$ cat config.mk
export PLATFORM = sky130hd
export DESIGN_NAME = fetch_sequencer
export DESIGN_NICKNAME = d
export VERILOG_FILES = /design/src/rtl/fetch_sequencer.sv
export SDC_FILE = /design/constraint.sdc
export NUM_CORES = 1
export LEC_CHECK = 0
export ABC_AREA = 1
export CORE_UTILIZATION = 46
export CTS_CLUSTER_DIAMETER = 150
export DETAILED_ROUTE_END_ITERATION = 6
export MAX_ROUTING_LAYER = met4
export PLACE_DENSITY = 0.79
export SLEW_MARGIN = 10
export SYNTH_ARGS = -nofsm -noshare
export SYNTH_HDL_FRONTEND = slang
export SYNTH_SLANG_ARGS = --single-unit
$ cat constraint.sdc
create_clock -name clk -period 1.99 [get_ports clk]
set_clock_uncertainty 0.15 [all_clocks]
set_input_delay 0.398 -clock clk [delete_from_list [all_inputs] [get_ports clk]]
set_output_delay 0.398 -clock clk [all_outputs]
set_load 0.1 [all_outputs]
$ cat src/rtl/fetch_sequencer.sv
// Variable-length (1-4 byte) instruction fetch sequencer over a byte-wide memory port.
// Optional feature: define FETCH_ILLEGAL_TRAP_EN to flag the unsupported !ext & mod==10 encoding.
module fetch_sequencer #(
    parameter int unsigned     ADDR_W   = 16,
    parameter logic [ADDR_W-1:0] RESET_PC = '0
) (
    input  logic              clk,
    input  logic              rst,
    output logic              mem_rd,
    output logic [ADDR_W-1:0] mem_addr,
    input  logic              mem_ready,
    input  logic [7:0]        mem_rdata,
    output logic [7:0]        instr_byte0,
    output logic [7:0]        instr_byte1,
    output logic [7:0]        instr_byte2,
    output logic [7:0]        instr_byte3,
    output logic [2:0]        instr_len,
    output logic              instr_valid,
    input  logic              instr_ready,
    output logic              instr_illegal,
    output logic [ADDR_W-1:0] instr_pc,
    input  logic              branch_valid,
    input  logic [ADDR_W-1:0] branch_target
);

    typedef enum logic [1:0] {StF0, StF1, StFn, StHold} state_e;

    state_e            state_q, state_d;
    logic [ADDR_W-1:0] pc_q, pc_d;
    logic [ADDR_W-1:0] ipc_q, ipc_d;
    logic [7:0]        b0_q, b0_d, b1_q, b1_d, b2_q, b2_d, b3_q, b3_d;
    logic [2:0]        len_q, len_d;
    logic              illegal_q, illegal_d;
    logic              last_q, last_d;   // FN is capturing byte3 rather than byte2
    logic [1:0]        mod;
    logic              ext;
    logic [2:0]        f1_len;
    logic              f1_illegal;

    assign mod = mem_rdata[7:6];
    assign ext = b0_q[7];

    always_comb begin
        f1_len = 3'd2;
        unique case (mod)
            2'b00, 2'b10: f1_len = 3'd2;
            2'b01:        f1_len = ext ? 3'd4 : 3'd3;
            2'b11:        f1_len = 3'd4;
            default:      f1_len = 3'd2;
        endcase
`ifdef FETCH_ILLEGAL_TRAP_EN
        f1_illegal = !ext && (mod == 2'b10);
`else
        f1_illegal = 1'b0;
`endif
    end

    always_comb begin
        state_d   = state_q;
        pc_d      = pc_q;
        ipc_d     = ipc_q;
        b0_d      = b0_q;
        b1_d      = b1_q;
        b2_d      = b2_q;
        b3_d      = b3_q;
        len_d     = len_q;
        illegal_d = illegal_q;
        last_d    = last_q;
        if (branch_valid) begin
            // Redirect wins over any capture this cycle; the abandoned instruction is wiped.
            state_d   = StF0;
            pc_d      = branch_target;
            b0_d      = 8'h00;
            b1_d      = 8'h00;
            b2_d      = 8'h00;
            b3_d      = 8'h00;
            len_d     = 3'd0;
            illegal_d = 1'b0;
            last_d    = 1'b0;
        end else begin
            unique case (state_q)
                StF0: if (mem_ready) begin
                    b0_d      = mem_rdata;
                    b1_d      = 8'h00;
                    b2_d      = 8'h00;
                    b3_d      = 8'h00;
                    illegal_d = 1'b0;
                    ipc_d     = pc_q;
                    pc_d      = pc_q + 1'b1;
                    len_d     = 3'd1;
                    last_d    = 1'b0;
                    state_d   = (mem_rdata[6:0] == 7'd0) ? StHold : StF1;
                end
                StF1: if (mem_ready) begin
                    b1_d      = mem_rdata;
                    pc_d      = pc_q + 1'b1;
                    len_d     = f1_len;
                    illegal_d = f1_illegal;
                    state_d   = (f1_len == 3'd2) ? StHold : StFn;
                end
                StFn: if (mem_ready) begin
                    pc_d = pc_q + 1'b1;
                    if (!last_q) begin
                        b2_d = mem_rdata;
                        if (len_q == 3'd3) state_d = StHold;
                        else               last_d  = 1'b1;
                    end else begin
                        b3_d    = mem_rdata;
                        state_d = StHold;
                    end
                end
                StHold: if (instr_ready) state_d = StF0;
                default: state_d = StF0;
            endcase
        end
    end

    always_ff @(posedge clk) begin
        if (rst) begin
            state_q   <= StF0;
            pc_q      <= RESET_PC;
            ipc_q     <= RESET_PC;
            b0_q      <= 8'h00;
            b1_q      <= 8'h00;
            b2_q      <= 8'h00;
            b3_q      <= 8'h00;
            len_q     <= 3'd0;
            illegal_q <= 1'b0;
            last_q    <= 1'b0;
        end else begin
            state_q   <= state_d;
            pc_q      <= pc_d;
            ipc_q     <= ipc_d;
            b0_q      <= b0_d;
            b1_q      <= b1_d;
            b2_q      <= b2_d;
            b3_q      <= b3_d;
            len_q     <= len_d;
            illegal_q <= illegal_d;
            last_q    <= last_d;
        end
    end

    assign mem_rd        = (state_q != StHold);
    assign mem_addr      = pc_q;
    assign instr_valid   = (state_q == StHold);
    assign instr_byte0   = b0_q;
    assign instr_byte1   = b1_q;
    assign instr_byte2   = b2_q;
    assign instr_byte3   = b3_q;
    assign instr_len     = len_q;
    assign instr_illegal = illegal_q;
    assign instr_pc      = ipc_q;

endmodule
==> key figures <==
STA
  • Final hold viol count: 0
  • Final period util: between 90% and 100%
  • Final Slew Violations: 0
  • RSZ-0062 raised after global routing: no
  • Post-route minimum period: approximately 1800 ps
  • Final setup vio count: 0
  • Fmax: approximately 550 MHz
  • Hold WS: around 360 ps

Power
  • Max VDD drop: between 600 and 700 µV
  • NetSw: between 1 and 1.5 mW
  • Post-layout power: just under 4 mW
  • Sw Ratio: 36.59%
  • Logic pwr share: around 30%
  • Clock network fraction of design power: ~30%
  • Static leakage power: roughly 2.1 nW
  • Cell-internal power: roughly 2.5 mW
  • Pwr Density: roughly 760 nW/µm²
  • Sequential share of power: between 30% and 40%

GRT
  • Initial antenna violation count: 0
  • Tot GR Track Use: 28.82%
  • Vias in the first global route: approximately 3300
  • GRT overflow: 0
  • Global-route wire length before repair: about 16000 µm
  • Largest net degree at the start of global routing: 19

Routing
  • Vias: about 3400
  • DR top layer: met4
  • First drt pass iteration count: 7
  • WL final: about 9800 µm
  • Met2 WL: just under 5000 µm
  • Routed Antenna Nets: 0
  • DRC: 8
  • Wire per inst: roughly 16 µm
  • DR WL met3: 795 µm
  • Metal1 wirelength: 3891 µm
  • Via/cell ratio: between 5 and 6
  • Initial DRC count: 274

CTS
  • Num CTS Buffers: 9
  • Post_cts resized: 0
  • CTS Root Cell: clkbuf_8
  • CTS tree: built
  • Worst-Skew Late Latency: 350 ps
  • Post-CTS setup buffers: 0
  • Htree depth: 3
  • Hold_buf cts: 0
  • Clock Sinks: 70
  • Clk slew on worst S/H paths: roughly 80 ps
  • CTS Buffer Depth: 2

Setup path
  • Worst path cell trace: inv_1, ha_1, nor2_2, nor2_4, o21ai_2, inv_2, o21ai_0, a21oi_1
  • CP endpoint: instr_byte3[6]$_SDFFE_PP0P_
  • R2R setup slack: about 170 ps
  • Top cell family by delay on the critical path: compound AO/OA/AOI/OAI gates
  • Startpoint types: register
  • Critical path arrival: between 1500 and 2000 ps
  • Max incr delay on CP: 380 ps
  • CP max stage cell: dfxtp_2
  • Crit path capture type: register
  • Worst Setup SP: state_q[0]$_SDFFE_PP0P_
  • Kind of critical path: reg -> reg
  • Reg2reg start: state_q[0]$_SDFFE_PP0P_
  • CP Max Fanout: 13
  • Worst EP required: roughly 2100 ps
  • Reg2reg path depth: 8
  • Worst path depth: 8
  • Reg2reg end: instr_byte3[6]$_SDFFE_PP0P_
  • CP bufs+invs: 2

Logic synthesis
  • Synth Area per Inst: ~7.3 µm²
  • Count of cell types in the netlist: 31
  • Seq/Total Area, Yosys: between 40% and 50%
  • Synth top area cells: dfxtp_1 44%, nand2_1 12%, a21oi_1 7.3%
  • Largest area contributor in the netlist: dfxtp_1
  • Cells after Synth: between 400 and 500
  • Top cell type's share of synthesized area: between 40% and 50%
  • Ys Warns: 0
  • Cell area after synthesis: 3163 µm²
  • FF+latch count, synth: 70
  • Net Count, Synth: roughly 470

Placement
  • Placer Congestion: between 0.9 and 1
  • HPWL Detailed: 7161 µm
  • Number of port buffers: 97

Hold path
  • Cell depth of the worst min-delay path: 2
  • Min-Delay Path Class: reg -> reg
  • Worst hold start: instr_byte1[5]$_SDFFE_PP0P_

Final layout
  • N_diodes: 0
  • Layout cells sized above 1: a little over a quarter
  • Nets: between 500 and 600
  • Area grow syn2layout: 64.87%

Die
  • Die height: between 80 and 90 µm
  • Site row count: 29
  • Die width: about 85 µm
  • Total core area: roughly 6500 µm²
  • I/O pins: 99
  • Die footprint: roughly 7000 µm²
  • Initial Utilization: about half

Run
  • Max Cap Viol: 0

Status
  • Status: finished, violations left
  • Failing checks: DRC
[cell families after synthesis]
group                    synth area share, %
AND/OR/NAND/NOR                        26.58
AO/OA/AOI/OAI                          17.68
flip-flops                             44.30
buffers and inverters                  8.228
adder cells (fa/ha/maj)                1.978
XOR/XNOR                               1.107
other                                 0.1186
[power groups by stage]
stage	Sequential [mW]	Clock, mW	Combinational (mW)
after floorplan	2.04	0	0.264
after CTS	1.58	1.20	1.18
after detailed placement	1.61	0	1.18
after global placement	1.61	0	1.16
after global routing	1.59	1.27	1.23
final	1.58	1.19	1.19
[cell type report]
class	count	area, µm²
clock buffer	10	137.6
sequential	70	1418
tap	77	96.34
inverter	41	157.7
clock inverter	6	70.07
fill	393	1280
multi-input combinational	306	1514
timing repair buffer	115	1822
[how the worst min path moves through the flow]
stage,endpoint,slack [ps]
6_report,instr_byte1[5]$_SDFFE_PP0P_,360
5_1_grt,instr_byte1[3]$_SDFFE_PP0P_,390
4_1_cts,instr_byte1[5]$_SDFFE_PP0P_,360
3_5_place_dp,instr_byte1[5]$_SDFFE_PP0P_,340
3_3_place_gp,instr_byte1[0]$_SDFFE_PP0P_,330
2_1_floorplan,state_q[0]$_SDFFE_PP0P_,340
[synthesized netlist by cell type (all sizes together)]
cell type  instances
nand2            103
dfxtp             70
nor2              57
a21oi             47
o21ai             45
inv               41
nand3             21
buf               15
a31oi             11
ha                 5
nand4              4
xor2               4
clkbuf             3
a211oi             2
nor3               2
or2                2
conb               1
nand3b             1
o211ai             1
[routing by layer]
layer  vias to the layer above  global-route usage, %
met5                         -                      -
met4                         0                  8.320
met3                        25                  8.560
met2                       179                  48.04
met1                      1607                  33.78
li1                       1629                      -
[cells in the final DEF, fill, tap and decap left out, types with 2 or more instances in the layout]
cell type         n
a211oi_1          2
a21oi_1          46
a31oi_1          11
buf_12           71
buf_4            16
clkbuf_8         10
clkdlybuf4s50_1  28
clkinvlp_4        4
dfxtp_1          57
dfxtp_2          13
ha_1              4
inv_1            31
inv_2             9
nand2_1          99
nand2_2           4
nand3_1          19
nand3_2           2
nand4_1           4
nor2_1           45
nor2_2            6
nor2_4            6
nor3_1            2
o21ai_0          38
o21ai_1           6
xor2_1            4
[sequential cells by signal (all words and copies together) (netlist names)]
name / cells
instr_byte1: 8
instr_byte0: 8
mem_addr: 16
state_q: 2
instr_len: 3
instr_byte2: 8
last_q: 1
instr_byte3: 8
instr_pc: 16
[worst register-to-register path: stages (launching register included)]
cell and delay, ps:
dfxtp_2 380, inv_1 80, ha_1 270, nor2_2 210, nor2_4 60, o21ai_2 100
inv_2 160, o21ai_0 230, a21oi_1 70
[stage by stage]
stage / TNS [ps] / utilization (%) / cell area (µm²) / setup slack [ps] / std cells
finish: 0 / 80.29 / 5215 / 167.4 / 625
global placement: 0 / 77.10 / 5007 / 62.82 / 609
global route: 0 / 80.29 / 5215 / 7.422 / 625
detailed placement: -21.66 / 77.10 / 5007 / -21.66 / 609
CTS: 0 / 80.29 / 5215 / 150.6 / 625
floorplan: -288.0 / - / 3196 / -166.7 / 435
No activity file was read; power rests on OpenSTA's default activity.
